===== src/rtl/timer_dev.sv =====
// Programmable down-counting timer on the CPU device bridge. It supports one-shot and
// auto-reload modes and raises a maskable interrupt when the count expires.
//
// state | meaning
// IDLE  | stopped, COUNT held, waiting for EN
// LOAD  | COUNT takes PRESET
// CNT   | decrementing toward expiry
// INT   | expired; one-shot drops EN, auto-reload goes back to LOAD
module timer_dev #(
  parameter int CNT_W = 32
) (
  input  logic        clk,
  input  logic        reset_n,
  input  logic [31:0] DEV_Addr,
  input  logic [31:0] DEV_WD,
  input  logic        WeDEV,
  output logic [31:0] DEV_RD,
  output logic        IRQ
);

  typedef enum logic [1:0] {
    S_IDLE = 2'd0,
    S_LOAD = 2'd1,
    S_CNT  = 2'd2,
    S_INT  = 2'd3
  } state_t;

  localparam logic [1:0] A_CTRL   = 2'd0;
  localparam logic [1:0] A_PRESET = 2'd1;
  localparam logic [1:0] A_COUNT  = 2'd2;
  localparam logic [CNT_W-1:0] ONE = CNT_W'(1);

  state_t            state, state_nxt;
  logic              ctrl_en;
  logic [1:0]        ctrl_mode;
  logic              ctrl_im;
  logic [CNT_W-1:0]  preset;
  logic [CNT_W-1:0]  count, count_nxt;
  logic              irq_flag;

  logic              wr_ctrl, wr_preset;
  logic              auto_reload;
  logic              en_clr, flag_set, flag_clr;
  logic [31:0]       rd_data;

  // Address bits outside [3:2] are already qualified by the bridge.
  logic unused_bits;
  assign unused_bits = ^{DEV_Addr[31:4], DEV_Addr[1:0], DEV_WD};

  assign wr_ctrl     = WeDEV && (DEV_Addr[3:2] == A_CTRL);
  assign wr_preset   = WeDEV && (DEV_Addr[3:2] == A_PRESET);
  assign auto_reload = (ctrl_mode == 2'b01);

  always_ff @(posedge clk) begin
    if (!reset_n) begin
      state <= S_IDLE;
    end else begin
      state <= state_nxt;
    end
  end

  always_comb begin
    state_nxt = state;
    count_nxt = count;
    en_clr    = 1'b0;
    flag_set  = 1'b0;
    flag_clr  = 1'b0;
    case (state)
      S_IDLE: begin
        if (ctrl_en) state_nxt = S_LOAD;
      end
      S_LOAD: begin
        count_nxt = preset;
        state_nxt = S_CNT;
      end
      S_CNT: begin
        if (!ctrl_en) begin
          state_nxt = S_IDLE;
        end else if (count > ONE) begin
          count_nxt = count - ONE;
        end else begin
          // PRESET of 0 or 1 both land here; the count saturates at zero.
          count_nxt = '0;
          flag_set  = 1'b1;
          state_nxt = S_INT;
        end
      end
      S_INT: begin
        if (auto_reload) begin
          flag_clr  = 1'b1;
          state_nxt = S_LOAD;
        end else begin
          en_clr    = 1'b1;
          state_nxt = S_IDLE;
        end
      end
      default: state_nxt = S_IDLE;
    endcase
  end

  always_ff @(posedge clk) begin
    if (!reset_n) begin
      ctrl_en   <= 1'b0;
      ctrl_mode <= 2'b00;
      ctrl_im   <= 1'b0;
      preset    <= '0;
      count     <= '0;
      irq_flag  <= 1'b0;
    end else begin
      count <= count_nxt;
      // A CPU write to CTRL overrides the FSM's one-shot EN clear on the same edge.
      if (wr_ctrl) begin
        ctrl_en   <= DEV_WD[0];
        ctrl_mode <= DEV_WD[2:1];
        ctrl_im   <= DEV_WD[3];
      end else if (en_clr) begin
        ctrl_en <= 1'b0;
      end
      if (wr_preset) preset <= DEV_WD[CNT_W-1:0];
      if (wr_ctrl || flag_clr) begin
        irq_flag <= 1'b0;
      end else if (flag_set) begin
        irq_flag <= 1'b1;
      end
    end
  end

  always_comb begin
    rd_data = '0;
    case (DEV_Addr[3:2])
      A_CTRL:   rd_data[3:0] = {ctrl_im, ctrl_mode, ctrl_en};
      A_PRESET: rd_data[CNT_W-1:0] = preset;
      A_COUNT:  rd_data[CNT_W-1:0] = count;
      default:  rd_data = '0;
    endcase
  end

  assign DEV_RD = rd_data;
  assign IRQ    = irq_flag & ctrl_im;

endmodule

===== config.mk =====
export PLATFORM = sky130hd
export DESIGN_NAME = timer_dev
export DESIGN_NICKNAME = d
export VERILOG_FILES = /design/src/rtl/timer_dev.sv
export SDC_FILE = /design/constraint.sdc
export NUM_CORES = 1
export LEC_CHECK = 0
export BUFFER_PORTS_ARGS = -buffer_cell sky130_fd_sc_hd__buf_4
export CAP_MARGIN = 10
export CORE_MARGIN = 1.5
export CORE_UTILIZATION = 55
export DETAILED_ROUTE_END_ITERATION = 12
export PLACE_DENSITY = 0.84
export SLEW_MARGIN = 20
export SYNTH_ARGS = -nofsm -noshare
export SYNTH_HDL_FRONTEND = slang
export SYNTH_SLANG_ARGS = --single-unit

===== constraint.sdc =====
create_clock -name clk -period 6.77 [get_ports clk]
set_clock_uncertainty 0.2 [all_clocks]
set_input_delay 0.677 -clock clk [delete_from_list [all_inputs] [get_ports clk]]
set_output_delay 0.677 -clock clk [all_outputs]
set_load 0.1 [all_outputs]

==> results of run 1 <==
==> metal layers <==
metal  vias up  track usage (%)
li1       2250                -
met1      2231             40.1
met2       222             52.5
met3        27             4.27
met4         0             14.7
met5         -                0
==> metrics by stage <==
stage	setup slack, ns	instances	area [sq um]	hold WS (ns)	power (mW)
after floorplan	3.11	593	4300	0.244	0.584
after global placement	3.30	720	4790	0.255	0.637
after detailed placement	3.57	720	4800	0.261	0.641
after CTS	3.51	736	5030	0.272	1.03
after global routing	3.51	736	5040	0.297	1.07
final	3.70	736	5040	0.272	1.04
==> path summary, 6_finish.rpt <==
path                  start         to  cells after the start  slack [ns]
setup / recovery   count[0]  count[23]                      5        3.70
hold / removal    preset[7]  preset[7]                      2        0.27
setup reg to reg   count[0]  count[23]                      5        3.70
hold reg to reg   preset[7]  preset[7]                      2        0.27
==> worst register-to-register path: stages (launching register included) <==
cell,delay (ns)
sky130_fd_sc_hd__dfxtp_1,0.39
sky130_fd_sc_hd__nor4_1,0.85
sky130_fd_sc_hd__nand2_1,0.40
sky130_fd_sc_hd__or4_1,0.63
sky130_fd_sc_hd__o211a_1,0.25
sky130_fd_sc_hd__o221a_2,0.24
==> registers in the layout, indices dropped and copies added (netlist names) <==
register / flops
state: 2
ctrl_en: 1
ctrl_mode: 2
count: 32
irq_flag: 1
preset: 32
ctrl_im: 1
==> power by group through the flow <==
stage / registers [mW] / logic (mW) / clock network (mW)
4_1_cts: 0.441 / 0.192 / 0.401
5_1_grt: 0.443 / 0.212 / 0.420
6_report: 0.441 / 0.195 / 0.401
3_5_place_dp: 0.450 / 0.190 / 0
3_3_place_gp: 0.450 / 0.187 / 0
2_1_floorplan: 0.444 / 0.139 / 0
==> cell type report <==
class | count | area share (%)
tap | 102 | 2.53
multi-input combinational | 460 | 52.5
clock inverter | 5 | 1.59
sequential | 71 | 28.2
inverter | 11 | 0.820
clock buffer | 11 | 3.01
timing repair buffer | 76 | 11.3
==> cell usage in the layout (no fill, tap or decap), drive strengths merged, types with 11 or more instances in the layout <==
master,n
a211oi,13
a21oi,67
a22oi,30
buf,76
clkbuf,11
dfxtp,71
inv,11
nand2,80
nand3,20
nor2,43
nor2b,31
nor4,17
o21ai,55
==> kinds of logic after synthesis <==
group                      share of synthesized area, %
muxes                                             0.233
adders and majority gates                          1.75
DFF                                                33.1
AOI/OAI and AO/OA                                  31.8
xor gates and xnor gates                          0.408
and+or+nand+nor                                    27.1
buffers and inverters                              5.70
==> flow_summary_export.csv, run 1 <==
group,metric,value,unit
yosys,synthesis.instances,593,
critical_path,worstPathBufferInverterCount,0,
die,die_area,8360,sq um
layout,multi_input_area,2650,sq um
cts,post_cts_hold_buffer_count,0,
critical_path,cp_cell_sequence,"nor4_1 > nand2_1 > or4_1 > o211a_1 > o221a_2",
yosys,ys.warnings.count,0,
cts,cts_tree,"done",
yosys,synthesis.area_per_instance,7.25,sq um
critical_path,cp.arrival,3.11,ns
layout,drive_gt1_share,16.6,%
cts,cts_buffers,9,
cts,cts.clk_slew.worst_paths,0.08,ns
critical_path,critPathMaxFanout,7,
cts,post_cts.resized_instances,0,
cts,clock_sinks,71,
critical_path,crit_path_max_incr_delay,0.85,ns
yosys,synth_seq_area_share,33.1,%
outcome,outcome,"finished clean",
cts,post-cts-setup-buffers,0,
cts,clock_path_buffers,2,
layout,area_growth,17.2,%
grt,maximum_number_of_pins_on_one_net_before_global_route_repair,50,
critical_path,worstSetupEndpointType,"flop",
power,power.switching_fraction,30.3,%
sta,max_freq,326,MHz
die,die_x,91.4,microns
grt,grt_overflow,0,
yosys,netlist_top_cells_area,"sky130_fd_sc_hd__dfxtp_1 (33%), sky130_fd_sc_hd__a21oi_1 (7.7%), sky130_fd_sc_hd__nand2_1 (7.0%), sky130_fd_sc_hd__o21ai_0 (6.4%), sky130_fd_sc_hd__a22oi_1 (5.2%)",
drt,route.layer.met1.wl,5490,microns
yosys,post-synth-top-count-cell,"sky130_fd_sc_hd__nand2_1",
drt,wl_met3,902,microns
sta,final-hold-violation-count,0,
grt,vias_in_the_first_global_route,4531,
drt,antenna_left,0,
cts,cts.htree.levels,3,
sta,slew_violations,0,
sta,post-route-period-util,45.3,%
yosys,postSynthRegisterBits,71,
yosys,post_synth_num_cell_types,52,
die,number_of_placed_i_o_pins,100,
grt,grt_pass1_wl,21400,microns
yosys,synth_largest_area_cell,"sky130_fd_sc_hd__dfxtp_1",
yosys,synth_largest_type_area_fraction,33.1,%
die,placement_rows,32,
yosys,synthFlopType,"sky130_fd_sc_hd__dfxtp_1",
yosys,async_reset_ff_share,0,%
drt,wl_per_cell,17.4,microns
critical_path,setup.worst_path.start_class,"flop",
yosys,synth_nets,666,
die,initial_utilization,56.2,%
sta,rsz0062_at_grt,"no",
sta,timing.max_slew.rel_slack,36.0,%
critical_path,worstPathRequired,6.82,ns
die,core-area,7650,sq um
drt,routed-via-count,4730,
placement,io_buffers,69,
yosys,syn_std_cell_area,4300,sq um
sta,final_period_minus_worst_setup_slack,3.07,ns
power,share_seq_of_total_power,42.5,%
layout,antenna_cells_inserted,0,
sta,tns,0,ns
cts,clk_latency,0.35,ns
power,power.static_leakage,1.90,nW
critical_path,critPathKind,"flop to flop",
power,vdd_drop_max,139,uV
min_path,hold_class,"flop to flop",
power,p_int,0.723,mW
layout,fillers,692,
drt,drtIter0Drc,416,
die,die-height,91.4,microns
power,p_switching,0.314,mW
placement,place.detailed.hpwl,8310,microns
power,pwr-share-comb,18.8,%
cts,clock-root-buffer,"sky130_fd_sc_hd__clkbuf_8",
grt,antenna_found_initial,0,
drt,drt_pre_antenna_iters,7,
yosys,yosys-top-cells-count,"sky130_fd_sc_hd__nand2_1 (80), sky130_fd_sc_hd__dfxtp_1 (71), sky130_fd_sc_hd__a21oi_1 (66), sky130_fd_sc_hd__o21ai_0 (55), sky130_fd_sc_hd__clkbuf_1 (44)",
layout,layout.area.seq,1420,sq um
sta,tightest_slew,0.951,ns
yosys,synth_edf_count,0,
drt,remaining_drc_errors,0,
critical_path,cp_top_family,"simple AND/OR/NAND/NOR gates",
critical_path,cpMaxStageDelayCell,"sky130_fd_sc_hd__nor4_1",
drt,highest-signal-layer,"met4",
grt,track_usage,31.5,%
sta,setup-violations-final,0,
layout,fin_nets,702,
power,power_per_cell_area,206,nW/um^2
flow_run,maxCapViolations,0,
layout,layout.core_utilization,65.9,%
drt,wl_met2,6200,microns
drt,avgViaCountPerCell,6.43,
power,pwr-share-clk,38.6,%
placement,routability_congestion_estimate_from_global_placement,0.933,
drt,postRouteWirelength,12800,microns
Note: power is estimated with default switching activity, not from simulation.
==> inputs of run 2 (changes only) <==
--- a/config.mk
+++ b/config.mk
@@ -8,9 +8,9 @@
 export BUFFER_PORTS_ARGS = -buffer_cell sky130_fd_sc_hd__buf_4
 export CAP_MARGIN = 10
 export CORE_MARGIN = 1.5
-export CORE_UTILIZATION = 55
+export CORE_UTILIZATION = 49
 export DETAILED_ROUTE_END_ITERATION = 12
-export PLACE_DENSITY = 0.84
+export PLACE_DENSITY = 0.8
 export SLEW_MARGIN = 20
 export SYNTH_ARGS = -nofsm -noshare
 export SYNTH_HDL_FRONTEND = slang
==> constraint.sdc (replaced) <==
create_clock -name clk -period 2.8 [get_ports clk]
set_clock_uncertainty 0.2 [all_clocks]
set_input_delay 0.28 -clock clk [delete_from_list [all_inputs] [get_ports clk]]
set_output_delay 0.28 -clock clk [all_outputs]
set_load 0.1 [all_outputs]
==> run 2 against run 1 <==
The run now ends with hold timing left. Sequential share of layout area decreased by 3.1 points. Via count increased by 7.6%. Register-to-register slack got worse by 3.6 ns. Highest routed layer unchanged.
==> flow_summary_export.csv, run 2 (synthesized netlist as in run 1, its figures left out) <==
group,metric,value,unit
critical_path,setup.worst_path.start_class,"flop",
die,placement_rows,33,
sta,setup_ws,0.146,ns
cts,clock-root-buffer,"sky130_fd_sc_hd__clkbuf_8",
critical_path,worstPathRequired,2.89,ns
min_path,hold_class,"input pin to flop",
sta,final_period_minus_worst_setup_slack,2.65,ns
sta,tns,0,ns
layout,largest_registers,"count: 32 flops, preset: 32 flops",
cts,clk_latency,0.35,ns
power,power_per_cell_area,419,nW/um^2
sta,final-hold-violation-count,2,
die,core-area,8340,sq um
die,die-height,96.7,microns
critical_path,worstSetupEndpointType,"flop",
layout,antenna_cells_inserted,0,
sta,timing.max_slew.rel_slack,53.6,%
layout,most-common-layout-cells,"sky130_fd_sc_hd__buf_4 (118), sky130_fd_sc_hd__nand2_1 (80), sky130_fd_sc_hd__dfxtp_1 (71)",
layout,area_growth,31.7,%
cts,cts.htree.levels,3,
layout,fin_nets,774,
layout,most_common_cell_after_layout_fill_and_taps_aside,"sky130_fd_sc_hd__buf_4",
placement,place.detailed.hpwl,9440,microns
drt,remaining_drc_errors,0,
grt,grt_overflow,0,
die,die_area,9350,sq um
drt,avgViaCountPerCell,6.28,
sta,post-route-period-util,94.8,%
grt,grt_pass1_wl,22900,microns
sta,timing.hold.ws,-0.00445,ns
sta,max_freq,377,MHz
grt,antenna_found_initial,0,
layout,drive_gt1_share,24.0,%
grt,maximum_number_of_pins_on_one_net_before_global_route_repair,39,
die,number_of_placed_i_o_pins,100,
drt,drt_pre_antenna_iters,5,
cts,cts.clk_slew.worst_paths,0.07,ns
die,die_x,96.7,microns
outcome,outcome,"finished with violations",
placement,io_buffers,69,
drt,drtIter0Drc,563,
sta,rsz0062_at_grt,"no",
outcome,failed_checks,"hold timing",
power,vdd_drop_max,285,uV
drt,postRouteWirelength,14100,microns
drt,wl_per_cell,17.4,microns
placement,detailedPlace.worstSlack,0.163,ns
flow_run,maxCapViolations,0,
cts,clock_sinks,71,
power,power.static_leakage,2.24,nW
cts,cts_buffers,9,
sta,slew_violations,0,
sta,setup-violations-final,0,
critical_path,critPathMaxFanout,9,
cts,cts_tree,"done",
sta,tightest_slew,0.690,ns
grt,vias_in_the_first_global_route,4776,
critical_path,cp.arrival,2.74,ns
grt,track_usage,29.7,%
drt,antenna_left,0,
drt,routed-via-count,5088,
placement,routability_congestion_estimate_from_global_placement,0.960,
critical_path,critPathKind,"flop to flop",
cts,clock_path_buffers,2,
die,initial_utilization,51.5,%
-- run 2: cell types whose count changed in the layout (fill, tap and decap cells not counted), moves of 2 or more --
cell	before	now
sky130_fd_sc_hd__buf_4	76	118
sky130_fd_sc_hd__bufinv_16	2	0
sky130_fd_sc_hd__clkbuf_1	0	2
sky130_fd_sc_hd__nor2_1	43	40
sky130_fd_sc_hd__dlygate4sd3_1	0	29
sky130_fd_sc_hd__nor2b_1	31	5
sky130_fd_sc_hd__nor2_2	0	3
sky130_fd_sc_hd__nor2b_2	0	26
-- run 2: timing repair --
item,4_1_cts,5_1_grt
hold buffers,29,0
gates resized for setup,0,0
endpoints found under the setup margin,0,4
endpoints found under the hold margin,29,0
setup buffers,0,1
-- run 2: final timing paths --
check                   from    endpoint  slack, ns  cells past startpoint
hold reg to reg    preset[4]   preset[4]       0.27                      2
setup / recovery    count[9]    state[0]       0.15                      5
setup reg to reg    count[9]    state[0]       0.15                      5
hold / removal    DEV_WD[23]  preset[23]     -0.004                      3
-- run 2: routing by layer --
metal / GRT usage, % / vias to the layer above / share of wire, %
li1: - / 2387 / -
met3: 5.13 / 49 / 9.0
met4: 13.0 / 0 / 3.0
met2: 47.7 / 296 / 48
met5: 0 / - / 0
met1: 39.1 / 2356 / 40
-- run 2: through the flow --
step / cells / instance area (sq um) / power [mW] / util, %
2_1_floorplan: 593 / 4370 / 1.42 / -
3_3_place_gp: 765 / 5200 / 1.60 / 62.3
3_5_place_dp: 765 / 5200 / 1.61 / 62.3
4_1_cts: 809 / 5650 / 2.36 / 67.8
5_1_grt: 810 / 5660 / 2.47 / 67.9
6_report: 810 / 5660 / 2.37 / 67.9
-- run 2: area by class of cell --
cell class / instances / area [sq um]
Tap cell: 105 / 131
Inverter: 11 / 41.3
Clock inverter: 3 / 20.0
Sequential cell: 71 / 1420
Clock buffer: 12 / 145
Fill cell: 724 / 2680
Timing Repair Buffer: 148 / 1200
Multi-Input combinational cell: 460 / 2710
-- run 2: critical path, stage by stage (launching register included) --
cell	delay, ns
sky130_fd_sc_hd__dfxtp_1	0.32
sky130_fd_sc_hd__or4_4	0.56
sky130_fd_sc_hd__or4_4	0.55
sky130_fd_sc_hd__or4_4	0.52
sky130_fd_sc_hd__a211o_1	0.34
sky130_fd_sc_hd__a21oi_2	0.12
-- run 2: power breakdown --
| group | internal (mW) | switching, mW |
|---|---|---|
| clock | 0.340 | 0.390 |
| sequential | 1.03 | 0.0242 |
| combinational | 0.242 | 0.343 |
| total | 1.62 | 0.758 |
==> inputs of run 3 (changes only) <==
--- a/config.mk
+++ b/config.mk
@@ -7,11 +7,11 @@
 export LEC_CHECK = 0
 export BUFFER_PORTS_ARGS = -buffer_cell sky130_fd_sc_hd__buf_4
 export CAP_MARGIN = 10
+export CORE_ASPECT_RATIO = 0.75
 export CORE_MARGIN = 1.5
 export CORE_UTILIZATION = 49
 export DETAILED_ROUTE_END_ITERATION = 12
 export PLACE_DENSITY = 0.8
-export SLEW_MARGIN = 20
 export SYNTH_ARGS = -nofsm -noshare
 export SYNTH_HDL_FRONTEND = slang
 export SYNTH_SLANG_ARGS = --single-unit
==> run 3 against run 2 <==
The flow now finishes without violations. Routed wire length rose by 3.7%. Non-clock buffer count is 1 higher. Combinational power rose by 2%. Die area about the same. Largest cell class unchanged. Flip-flop and latch count stayed put. Critical path type unchanged. Sequential share of layout area down 0.66 points. Fmax down 2.5%. Global-route usage increased by 1.2 points. Power increased by 19%. Sequential power hardly changed. Worst setup slack worse by 0.067 ns. Largest power group is now clock.
==> flow_summary_export.csv, run 3 (synthesized netlist as in run 1, its figures left out) <==
group,metric,value,unit
cts,cts.clk_slew.worst_paths,0.06,ns
critical_path,worstSetupEndpointType,"flop",
die,core-area,8490,sq um
sta,max_freq,368,MHz
sta,setup_ws,0.0790,ns
layout,largest_registers,"count: 32 flops, preset: 32 flops",
drt,avgViaCountPerCell,6.23,
critical_path,rr_endpoint,"count[23]",
grt,grt_pass1_wl,23600,microns
flow_run,maxCapViolations,0,
grt,antenna_found_initial,0,
cts,cts_tree,"done",
sta,setup-violations-final,0,
power,vdd_drop_max,293,uV
cts,clk_latency,0.34,ns
critical_path,setup.worst_path.start_class,"flop",
drt,antenna_left,0,
cts,cts.htree.levels,3,
die,initial_utilization,50.6,%
grt,grt_overflow,0,
layout,fillers,745,
drt,postRouteWirelength,14600,microns
critical_path,critPathMaxFanout,7,
die,die_x,111,microns
critical_path,critPathKind,"flop to flop",
layout,fin_nets,775,
placement,detailedPlace.worstSlack,0.157,ns
placement,place.detailed.hpwl,9690,microns
die,die-height,84.1,microns
power,power.static_leakage,2.31,nW
grt,track_usage,30.9,%
drt,drtIter0Drc,610,
layout,antenna_cells_inserted,0,
min_path,hold_startpoint,"DEV_WD[1]",
cts,clock-root-buffer,"sky130_fd_sc_hd__clkbuf_16",
die,placement_rows,29,
sta,post-route-period-util,97.2,%
sta,final-hold-violation-count,0,
critical_path,worstPathRequired,2.83,ns
sta,rsz0062_at_grt,"no",
critical_path,r2r_start,"count[10]",
placement,io_buffers,69,
die,die_area,9350,sq um
outcome,outcome,"finished clean",
power,power_per_cell_area,486,nW/um^2
die,number_of_placed_i_o_pins,100,
sta,tightest_slew,0.744,ns
critical_path,regToRegSetupSlack,0.08,ns
drt,routed-via-count,5080,
cts,clock_sinks,71,
min_path,hold_class,"input pin to flop",
min_path,hold_end,"preset[1]",
placement,routability_congestion_estimate_from_global_placement,0.963,
grt,maximum_number_of_pins_on_one_net_before_global_route_repair,35,
sta,final_period_minus_worst_setup_slack,2.72,ns
sta,timing.max_slew.rel_slack,50.4,%
layout,most_common_cell_after_layout_fill_and_taps_aside,"sky130_fd_sc_hd__buf_4",
cts,clock_path_buffers,2,
min_path,min_delay_path_depth,3,
drt,drt_pre_antenna_iters,7,
sta,slew_violations,0,
layout,most-common-layout-cells,"sky130_fd_sc_hd__buf_4 (120), sky130_fd_sc_hd__nand2_1 (80), sky130_fd_sc_hd__dfxtp_1 (71)",
cts,cts_buffers,9,
cts,post_cts.resized_instances,0,
layout,area_growth,35.2,%
critical_path,worstRegToRegCells,6,
grt,vias_in_the_first_global_route,4713,
drt,wl_per_cell,18.0,microns
drt,remaining_drc_errors,0,
sta,tns,0,ns
layout,drive_gt1_share,24.8,%
critical_path,cp.arrival,2.75,ns
==> run 3: changes by cell type in the layout (fill, tap and decap cells not counted), sizes merged <==
| cell | previous run | this run |
|---|---|---|
| buf | 119 | 122 |
| clkinv | 1 | 3 |
| bufinv | 0 | 1 |
| clkbuf | 12 | 10 |
| dlygate4sd3 | 29 | 27 |
==> run 3: area by class of cell <==
class	count	area [sq um]	share of cell area (%)
Clock buffer	10	239	4.11
Tap cell	108	135	2.32
Timing Repair Buffer	149	1210	20.8
Clock inverter	6	60.1	1.03
Multi-Input combinational cell	460	2710	46.5
Inverter	11	41.3	0.710
Sequential cell	71	1420	24.5
==> run 3: power breakdown <==
part,switching (mW),internal (mW)
Combinational,0.354,0.245
Clock,0.456,0.709
Sequential,0.0250,1.04
==> run 3: worst max-delay path, cell delays in order, from the launching register on <==
cell and delay, ns:
sky130_fd_sc_hd__dfxtp_1 0.32, sky130_fd_sc_hd__buf_4 0.16, sky130_fd_sc_hd__nor4_1 0.58, sky130_fd_sc_hd__nand4_1 0.27
sky130_fd_sc_hd__or4_1 0.61, sky130_fd_sc_hd__o211a_1 0.24, sky130_fd_sc_hd__o221a_2 0.23
==> run 3: metal layers <==
layer | vias up | share of wire, % | GRT usage, % | routed length, microns
met5 | - | 0 | 0 | 0
met4 | 0 | 1.5 | 8.63 | 219
met3 | 33 | 10 | 5.74 | 1530
met2 | 307 | 44 | 48.6 | 6490
met1 | 2344 | 44 | 43.5 | 6400
li1 | 2396 | - | - | -
==> run 3: worst max-delay path by stage <==
stage	from	endpoint	depth (start not counted)
global placement	count[8]	state[0]	5
global route	count[10]	count[23]	6
detailed placement	count[8]	state[0]	5
finish	count[10]	count[23]	6
CTS	count[8]	state[0]	5
floorplan	DEV_Addr[3]	DEV_RD[1]	6
==> run 3: what timing repair did <==
item	4_1_cts	5_1_grt
buffers inserted	0	0
hold endpoints to repair	27	0
hold buffers	27	0
==> run 3: through the flow <==
| stage | power [mW] | area, sq um | utilization (%) | hold WS (ns) | std cells |
|---|---|---|---|---|---|
| 5_1_grt | 2.92 | 5810 | 68.5 | 0.0209 | 815 |
| 3_5_place_dp | 1.63 | 5240 | 61.8 | 0.267 | 772 |
| 6_report | 2.82 | 5810 | 68.5 | 0.00547 | 815 |
| 2_1_floorplan | 1.42 | 4370 | - | 0.216 | 593 |
| 3_3_place_gp | 1.61 | 5240 | 61.8 | 0.259 | 772 |
| 4_1_cts | 2.81 | 5810 | 68.5 | 0.000687 | 815 |
